<file path="config.mk">
export PLATFORM = sky130hd
export DESIGN_NAME = bit_tx_sequencer
export DESIGN_NICKNAME = d
export VERILOG_FILES = /design/src/rtl/bit_tx_sequencer.sv
export SDC_FILE = /design/constraint.sdc
export NUM_CORES = 1
export LEC_CHECK = 0
export CAP_MARGIN = 10
export CORE_MARGIN = 2
export CORE_UTILIZATION = 50
export CTS_BUF_LIST = sky130_fd_sc_hd__clkbuf_8
export DETAILED_ROUTE_END_ITERATION = 12
export GPL_TIMING_DRIVEN = 1
export PLACE_DENSITY = 0.67
export SETUP_SLACK_MARGIN = 0.5
export SKIP_CTS_REPAIR_TIMING = 1
export SYNTH_ARGS = -nofsm -noshare
export SYNTH_HDL_FRONTEND = slang
export SYNTH_SLANG_ARGS = --single-unit
</file>
<file path="constraint.sdc">
create_clock -name clk -period 7.25 [get_ports clk]
set_input_delay 0.725 -clock clk [delete_from_list [all_inputs] [get_ports clk]]
set_output_delay 0.725 -clock clk [all_outputs]
set_load 0.02 [all_outputs]
</file>
<file path="src/rtl/bit_tx_sequencer.sv">
// Frame-level TX sequencer: preamble, MSB-first payload via a 1-byte hold buffer, tick generator control.
// Define BIT_TX_SEQ_CRC8_EN to append a CRC-8 (poly 0x07, init 0x00) trailer after the payload.

module bit_tx_sequencer #(
  parameter int PRE_BITS = 8,
  parameter int LEN_W    = 16
) (
  input  logic             clk,
  input  logic             rst_n,
  input  logic             start,
  input  logic [2:0]       rate_sel_in,
  input  logic [LEN_W-1:0] frame_len,
  input  logic             abort,
  output logic             tick_en,
  output logic [2:0]       tick_rate_sel,
  input  logic             bit_tick,
  input  logic [7:0]       byte_data,
  input  logic             byte_valid,
  output logic             byte_ready,
  output logic             tx_bit,
  output logic             tx_bit_stb,
  output logic             busy,
  output logic             done,
  output logic             underrun
);

`ifdef BIT_TX_SEQ_CRC8_EN
  typedef enum logic [1:0] {S_IDLE = 2'd0, S_PRE = 2'd1, S_DATA = 2'd2, S_CRC = 2'd3} state_t;

  function automatic logic [7:0] crc8_byte(input logic [7:0] crc, input logic [7:0] data);
    logic [7:0] c;
    c = crc;
    for (int i = 7; i >= 0; i--) begin
      if (c[7] ^ data[i]) c = {c[6:0], 1'b0} ^ 8'h07;
      else                c = {c[6:0], 1'b0};
    end
    return c;
  endfunction

  logic [7:0] crc_q, crc_d;
`else
  typedef enum logic [1:0] {S_IDLE = 2'd0, S_PRE = 2'd1, S_DATA = 2'd2} state_t;
`endif

  state_t           state_q, state_d;
  logic [2:0]       rate_q, rate_d;
  logic [LEN_W-1:0] len_q, len_d;
  logic [LEN_W-1:0] fetched_q, fetched_d;
  logic [LEN_W-1:0] loaded_q, loaded_d;
  logic [7:0]       pre_cnt_q, pre_cnt_d;
  logic [2:0]       bit_cnt_q, bit_cnt_d;
  logic [7:0]       shift_q, shift_d;
  logic [7:0]       hold_q, hold_d;
  logic             hold_vld_q, hold_vld_d;
  logic             fin_q, fin_d;
  logic             busy_q, busy_d;
  logic             tx_bit_q, tx_bit_d;
  logic             stb_q, stb_d;
  logic             done_q, done_d;
  logic             und_q, und_d;

  // Byte stream: a byte transfers on any cycle with byte_valid && byte_ready.
  // byte_ready depends only on registered state, never on byte_valid.
  logic       hs;
  logic       byte_avail;
  logic [7:0] next_byte;

  assign byte_ready = busy_q && !hold_vld_q && (fetched_q < len_q);
  assign hs         = byte_valid && byte_ready;
  assign byte_avail = hold_vld_q || hs;
  assign next_byte  = hold_vld_q ? hold_q : byte_data;

  always_comb begin
    state_d    = state_q;
    rate_d     = rate_q;
    len_d      = len_q;
    fetched_d  = fetched_q;
    loaded_d   = loaded_q;
    pre_cnt_d  = pre_cnt_q;
    bit_cnt_d  = bit_cnt_q;
    shift_d    = shift_q;
    hold_d     = hold_q;
    hold_vld_d = hold_vld_q;
    fin_d      = fin_q;
    busy_d     = busy_q;
    tx_bit_d   = tx_bit_q;
    stb_d      = 1'b0;
    done_d     = 1'b0;
    und_d      = 1'b0;
`ifdef BIT_TX_SEQ_CRC8_EN
    crc_d      = crc_q;
`endif

    if (hs) begin
      fetched_d  = fetched_q + LEN_W'(1);
      hold_d     = byte_data;
      hold_vld_d = 1'b1;
    end

    // fin_q marks the cycle after the final bit: done pulses with busy dropping.
    if (fin_q) begin
      state_d = S_IDLE;
      busy_d  = 1'b0;
      done_d  = 1'b1;
      fin_d   = 1'b0;
    end else begin
      unique case (state_q)
        S_IDLE: begin
          if (start && (frame_len != '0)) begin
            state_d    = S_PRE;
            rate_d     = rate_sel_in;
            len_d      = frame_len;
            fetched_d  = '0;
            loaded_d   = '0;
            pre_cnt_d  = 8'd0;
            bit_cnt_d  = 3'd0;
            hold_vld_d = 1'b0;
            busy_d     = 1'b1;
`ifdef BIT_TX_SEQ_CRC8_EN
            crc_d      = 8'h00;
`endif
          end
        end
        S_PRE: begin
          if (bit_tick) begin
            tx_bit_d  = ~pre_cnt_q[0];
            stb_d     = 1'b1;
            pre_cnt_d = pre_cnt_q + 8'd1;
            if (pre_cnt_q == 8'(PRE_BITS - 1)) state_d = S_DATA;
          end
        end
        S_DATA: begin
          if (bit_tick) begin
            if (bit_cnt_q == 3'd0) begin
              // Shifter empty: this tick needs a byte from the buffer or the bypass path.
              if (byte_avail) begin
                tx_bit_d   = next_byte[7];
                shift_d    = {next_byte[6:0], 1'b0};
                bit_cnt_d  = 3'd7;
                loaded_d   = loaded_q + LEN_W'(1);
                hold_vld_d = 1'b0;
                stb_d      = 1'b1;
`ifdef BIT_TX_SEQ_CRC8_EN
                crc_d      = crc8_byte(crc_q, next_byte);
`endif
              end else begin
                und_d   = 1'b1;
                state_d = S_IDLE;
                busy_d  = 1'b0;
              end
            end else begin
              tx_bit_d  = shift_q[7];
              shift_d   = {shift_q[6:0], 1'b0};
              bit_cnt_d = bit_cnt_q - 3'd1;
              stb_d     = 1'b1;
              if ((bit_cnt_q == 3'd1) && (loaded_q == len_q)) begin
`ifdef BIT_TX_SEQ_CRC8_EN
                state_d   = S_CRC;
                shift_d   = crc_q;
                bit_cnt_d = 3'd0;
`else
                fin_d     = 1'b1;
`endif
              end
            end
          end
        end
`ifdef BIT_TX_SEQ_CRC8_EN
        S_CRC: begin
          if (bit_tick) begin
            tx_bit_d  = shift_q[7];
            shift_d   = {shift_q[6:0], 1'b0};
            bit_cnt_d = bit_cnt_q + 3'd1;
            stb_d     = 1'b1;
            if (bit_cnt_q == 3'd7) fin_d = 1'b1;
          end
        end
`endif
        default: state_d = S_IDLE;
      endcase
    end

    if (abort) begin
      state_d    = S_IDLE;
      busy_d     = 1'b0;
      fin_d      = 1'b0;
      hold_vld_d = 1'b0;
      tx_bit_d   = tx_bit_q;
      stb_d      = 1'b0;
      done_d     = 1'b0;
      und_d      = 1'b0;
    end
  end

  always_ff @(posedge clk or negedge rst_n) begin
    if (!rst_n) begin
      state_q    <= S_IDLE;
      rate_q     <= 3'd0;
      len_q      <= '0;
      fetched_q  <= '0;
      loaded_q   <= '0;
      pre_cnt_q  <= 8'd0;
      bit_cnt_q  <= 3'd0;
      shift_q    <= 8'h00;
      hold_q     <= 8'h00;
      hold_vld_q <= 1'b0;
      fin_q      <= 1'b0;
      busy_q     <= 1'b0;
      tx_bit_q   <= 1'b0;
      stb_q      <= 1'b0;
      done_q     <= 1'b0;
      und_q      <= 1'b0;
`ifdef BIT_TX_SEQ_CRC8_EN
      crc_q      <= 8'h00;
`endif
    end else begin
      state_q    <= state_d;
      rate_q     <= rate_d;
      len_q      <= len_d;
      fetched_q  <= fetched_d;
      loaded_q   <= loaded_d;
      pre_cnt_q  <= pre_cnt_d;
      bit_cnt_q  <= bit_cnt_d;
      shift_q    <= shift_d;
      hold_q     <= hold_d;
      hold_vld_q <= hold_vld_d;
      fin_q      <= fin_d;
      busy_q     <= busy_d;
      tx_bit_q   <= tx_bit_d;
      stb_q      <= stb_d;
      done_q     <= done_d;
      und_q      <= und_d;
`ifdef BIT_TX_SEQ_CRC8_EN
      crc_q      <= crc_d;
`endif
    end
  end

  assign tick_en       = busy_q;
  assign busy          = busy_q;
  assign tick_rate_sel = rate_q;
  assign tx_bit        = tx_bit_q;
  assign tx_bit_stb    = stb_q;
  assign done          = done_q;
  assign underrun      = und_q;

endmodule
</file>
Word-level counts from Yosys, hierarchy flattened

Index checks and enable logic that the tools add are counted.

Bits in registers: 87
Output and inout bits: 10
Word-level logic and storage cells: 134

Add/subtract/negate cells: 4
Order comparisons: 1
Equal/unequal tests: 18
Mux-type cells: 70
Bitwise gates (word level): 3
Reduce and logical (&&, ||, !) cells: 22

Operator list:

| kind                  | count |
|---|---|
| $mux 16               | 8 |
| $mux 8                | 5 |
| $mux 1                | 37 |
| $add 16x1->16 const B | 2 |
| $pmux 16 s2           | 1 |
| $ne 4x4->1 const B    | 6 |
| $reduce_and 6->1      | 3 |
| $eq 16x16->1          | 1 |
| $lt 16x16->1          | 1 |
| $mux 2                | 8 |
| $pmux 8 s2            | 1 |
| $reduce_bool 16->1    | 1 |
| $mux 3                | 4 |
| $ne 2x2->1 const B    | 6 |
| $reduce_and 5->1      | 2 |
| $add 8x1->8 const B   | 1 |
| $eq 8x3->1 const B    | 1 |
| $pmux 1 s2            | 4 |
| $reduce_and 4->1      | 2 |
| $pmux 2 s3            | 1 |
| $pmux 3 s2            | 1 |
| $reduce_bool 2->1     | 3 |
| $logic_and 1x1->1     | 5 |
| $reduce_bool 4->1     | 1 |
| other kinds (11)      | 13 |

Longest topological paths before layout

Word-level depth: 11
Gate-level depth with buffers: 10
Mapped depth without buffers: 8

Least setup slack after synthesis

Ideal clock, no wire load.

Path kind: register to output
Start: register len_q[15]
End: output byte_ready
Arrival: 1.935 ns
Data required time: 6.525 ns
Path slack: 4.590 ns
Cell stages (with the launch flop): 7
Path buffers: 0
Cell sequence: dfrtp_1 > inv_1 > ha_1 > nand2_1 > nor4_1 > nor4b_4 > nor3_1

Word-level cells in the longest chain between the ends: 2

RTL lines:

| item                   | RTL line | source |
|---|---|---|
| from (decl)            | 47       | `logic [LEN_W-1:0] len_q, len_d;` |
| from (signal assigned) | 219      | `len_q <= len_d;` |
| $lt 16x16->1           | 68       | `assign byte_ready = busy_q && !hold_vld_q && (fetched_q < len_q);` |
| $logic_and 1x1->1      | 68       |  |
| to (decl)              | 19       | `output logic byte_ready,` |

Every way passes these cells.

Final worst setup path

Same ends and word-level chain as after synthesis.

==> flow_summary.json <==
{
  "ys_ff_latch": 86,
  "synth_cells": 544,
  "maxSlewHeadroom_pct": 27.16,
  "area_growth_syn_to_layout_pct": 13.69,
  "clockBufferDepth": 2,
  "htree_levels": 3,
  "clkTransAtPathRegs_ps": 90,
  "synth_top_family_by_area": "simple AND/OR/NAND/NOR gates",
  "crit_type": "reg2out",
  "cts_root_buf": "clkbuf_8",
  "antenna_left": 0,
  "synth_compound_area_share_pct": 17.46,
  "numPortBuffers": 42,
  "grtUsageMet1_pct": 32.95,
  "finalClockSkew_ps": 14.90,
  "hp-class": "in2async",
  "final_cell_area_sq_mm": 0.005799,
  "core_area_sq_mm": 0.009819,
  "avgRoutedWirePerCell_microns": 17.28,
  "syn_nets": 602,
  "initial_core_util_pct": 51.95,
  "clockPowerShare_pct": 20.2,
  "grt.busiest_layer": "met2",
  "stdcell_count": 711,
  "fin_tns_setup_ps": 0,
  "yosysUniqueCellTypes": 59,
  "ff_latch_area_sq_mm": 0.002152,
  "fillers": 862,
  "maxCapViolations": 0,
  "drc": 0,
  "ir_worst_vdd_uv": 172.1,
  "r2r-start": "len_q[15]",
  "drt-vias-per-instance": 5.921,
  "pre_cts_slack_ps": 3694,
  "p_seq_share_pct": 38.7,
  "dieArea_sq_mm": 0.01103,
  "dp.cells": 695,
  "min_period_over_period_pct": 53.10,
  "grt_max_degree": 55,
  "leakagePower_nw": 2.491,
  "synth-simple-area-share_pct": 21.00,
  "p_switching_mw": 0.7260,
  "whs_ps": 286.4,
  "dieHeight_microns": 105.0,
  "grt_pass1_vias": 4145,
  "grt_usage_pct": 23.34,
  "place_congestion": 0.8672,
  "cp_data_required_time_ps": 6520,
  "rows": 36,
  "io_pins": 43,
  "rsz0062_at_grt": "false",
  "dp_hpwl_mm": 8.808,
  "grt-ovfl-total": 0,
  "dr.pass1.iters": 5,
  "cts_tree": "done",
  "drive_above_1_share_pct": 8.304,
  "drt-total-wl_mm": 12.29,
  "ff2ff_path_depth": 8,
  "netlist_area_sq_mm": 0.005101,
  "grt_util_met3_pct": 4.554,
  "avgSynthCellArea_sq_um": 9.377,
  "p_sw_share_pct": 40.53,
  "antenna_found_initial": 0,
  "synthAdderAreaFrac_pct": 6.132,
  "drt_iter0_drc": 271,
  "die_width_microns": 105.0,
  "cts_inserted_buffers": 9,
  "finalNetCount": 631,
  "grt_pass1_wl_mm": 20.65,
  "power_mw": 1.791,
  "place_area_sq_mm": 0.005589,
  "fin_ws_ps": 3400,
  "arrival_ps": 3120,
  "insertion_delay_ps": 370,
  "fmax_mhz": 259.7,
  "vias": 4210,
  "status": "finished, final reports clean",
  "multi_input_area_sq_mm": 0.002714,
  "finalSetupViolations": 0,
  "worst_setup_path_start_kind": "flip-flop",
  "synth_edf_count": 0,
  "worst_pin_slew_ps": 1084,
  "antennaDiodeCount": 0,
  "synthMuxAreaShare_pct": 4.562,
  "yosys.area_share.xor_xnor_pct": 3.949,
  "finalCriticalPeriod_ps": 3850,
  "ys.warnings.count": 0,
  "critPathLaunch": "len_q[15]",
  "path_max_fanout": 9,
  "timing.rr.end": "shift_q[3]",
  "end_kind": "output pin",
  "grt.met2_usage_pct": 36.46,
  "async_flop_share_pct": 100.0,
  "drv_slew": 0,
  "fin_util_pct": 59.06,
  "power_frac_comb_pct": 41.1,
  "synth_seq_area_share_pct": 42.19,
  "power_per_cell_area_mw_per_mm2": 308.9,
  "rrSetupSlack_ps": 4070,
  "ys.flop_type": "dfrtp_1",
  "p_int_mw": 1.065,
  "clock_sinks": 86,
  "hold_viol": 0
}
## critical path: stages, from the launching register on
cell and delay (ps):
dfrtp_1 380, inv_1 70, ha_1 290, nand2_1 90
nor4_1 570, nor4b_4 690, nor3_1 90, clkdlybuf4s50_1 570
## cell usage after synthesis (all sizes together) (13+ instances only)
cell	count	share of area, %
a31oi	13	1.9
nand3	24	2.5
dfrtp	86	42
nand4	28	3.4
o21ai	32	3.1
xor2	13	2.2
nor2	32	2.4
a21oi	19	1.9
buf	15	1.5
nand2	65	4.8
ha	25	6.1
inv	31	2.3
## flip-flops by register name, summed over array words and instances (netlist names)
register       flops
fin_q              1
pre_cnt_q          8
tx_bit             1
hold_vld_q         1
fetched_q         16
tick_rate_sel      3
state_q            2
done               1
len_q             16
tx_bit_stb         1
hold_q             8
busy               1
underrun           1
loaded_q          16
shift_q            7
bit_cnt_q          3
## logic make-up (layout without fill, tap and decap cells)
| family | count (synthesis) | in the layout |
|---|---|---|
| multiplexers | 22 | 22 |
| adder cells (fa/ha/maj) | 25 | 25 |
| flip-flops | 86 | 86 |
| AO/OA/AOI/OAI | 125 | 125 |
| AND/OR/NAND/NOR | 205 | 205 |
| XOR/XNOR | 23 | 23 |
| buffers and inverters | 58 | 92 |
## worst max-delay path by stage
stage,to,cells after the start
global route,byte_ready,7
detailed placement,loaded_q[5],7
floorplan,byte_ready,6
global placement,loaded_q[5],7
CTS,byte_ready,7
finish,byte_ready,7
## layout make-up
type | count | area share (%)
Clock buffer | 11 | 2.611
Clock inverter | 5 | 1.014
Inverter | 31 | 2.006
Multi-Input combinational cell | 400 | 46.80
Sequential cell | 86 | 37.11
Tap cell | 133 | 2.869
Timing Repair Buffer | 45 | 7.594
## layout by cell type, fill, tap and decap left out, types with 3 or more instances in the layout
cell	n
or4_1	4
clkbuf_8	11
nand2_1	65
o21ai_0	31
nand4_1	28
clkdlybuf4s50_1	41
and3_1	10
inv_1	32
o22a_1	6
nor3_1	4
a22oi_1	3
and4_1	3
nand2b_1	5
a41o_1	3
xor2_1	13
mux2_2	10
o31ai_1	9
mux2i_1	12
nor2b_1	3
a31o_2	4
and2_1	3
dfrtp_1	86
buf_4	4
or3_1	3
xnor2_1	10
nand3_1	23
o211ai_1	11
o311ai_0	5
nor4_1	9
a31oi_1	12
o22ai_1	5
ha_1	25
a21oi_1	18
nor2_1	32
## per-layer routing
| layer | vias to the layer above | part of all wire, % | wire length, microns |
|---|---|---|---|
| met5 | - | 0 | 0 |
| met4 | 0 | 1.4 | 170 |
| met3 | 15 | 4.3 | 534 |
| met2 | 102 | 47 | 5722 |
| met1 | 2038 | 48 | 5858 |
| li1 | 2055 | - | - |
## power by group through the flow
stage	sequential (mW)	clock [mW]	combinational (mW)
2_1_floorplan	0.690	0	0.528
6_report	0.693	0.362	0.736
3_5_place_dp	0.703	0	0.730
5_1_grt	0.710	0.389	0.818
3_3_place_gp	0.696	0	0.708
4_1_cts	0.694	0.370	0.735
Power figures use the tool's default switching activity.
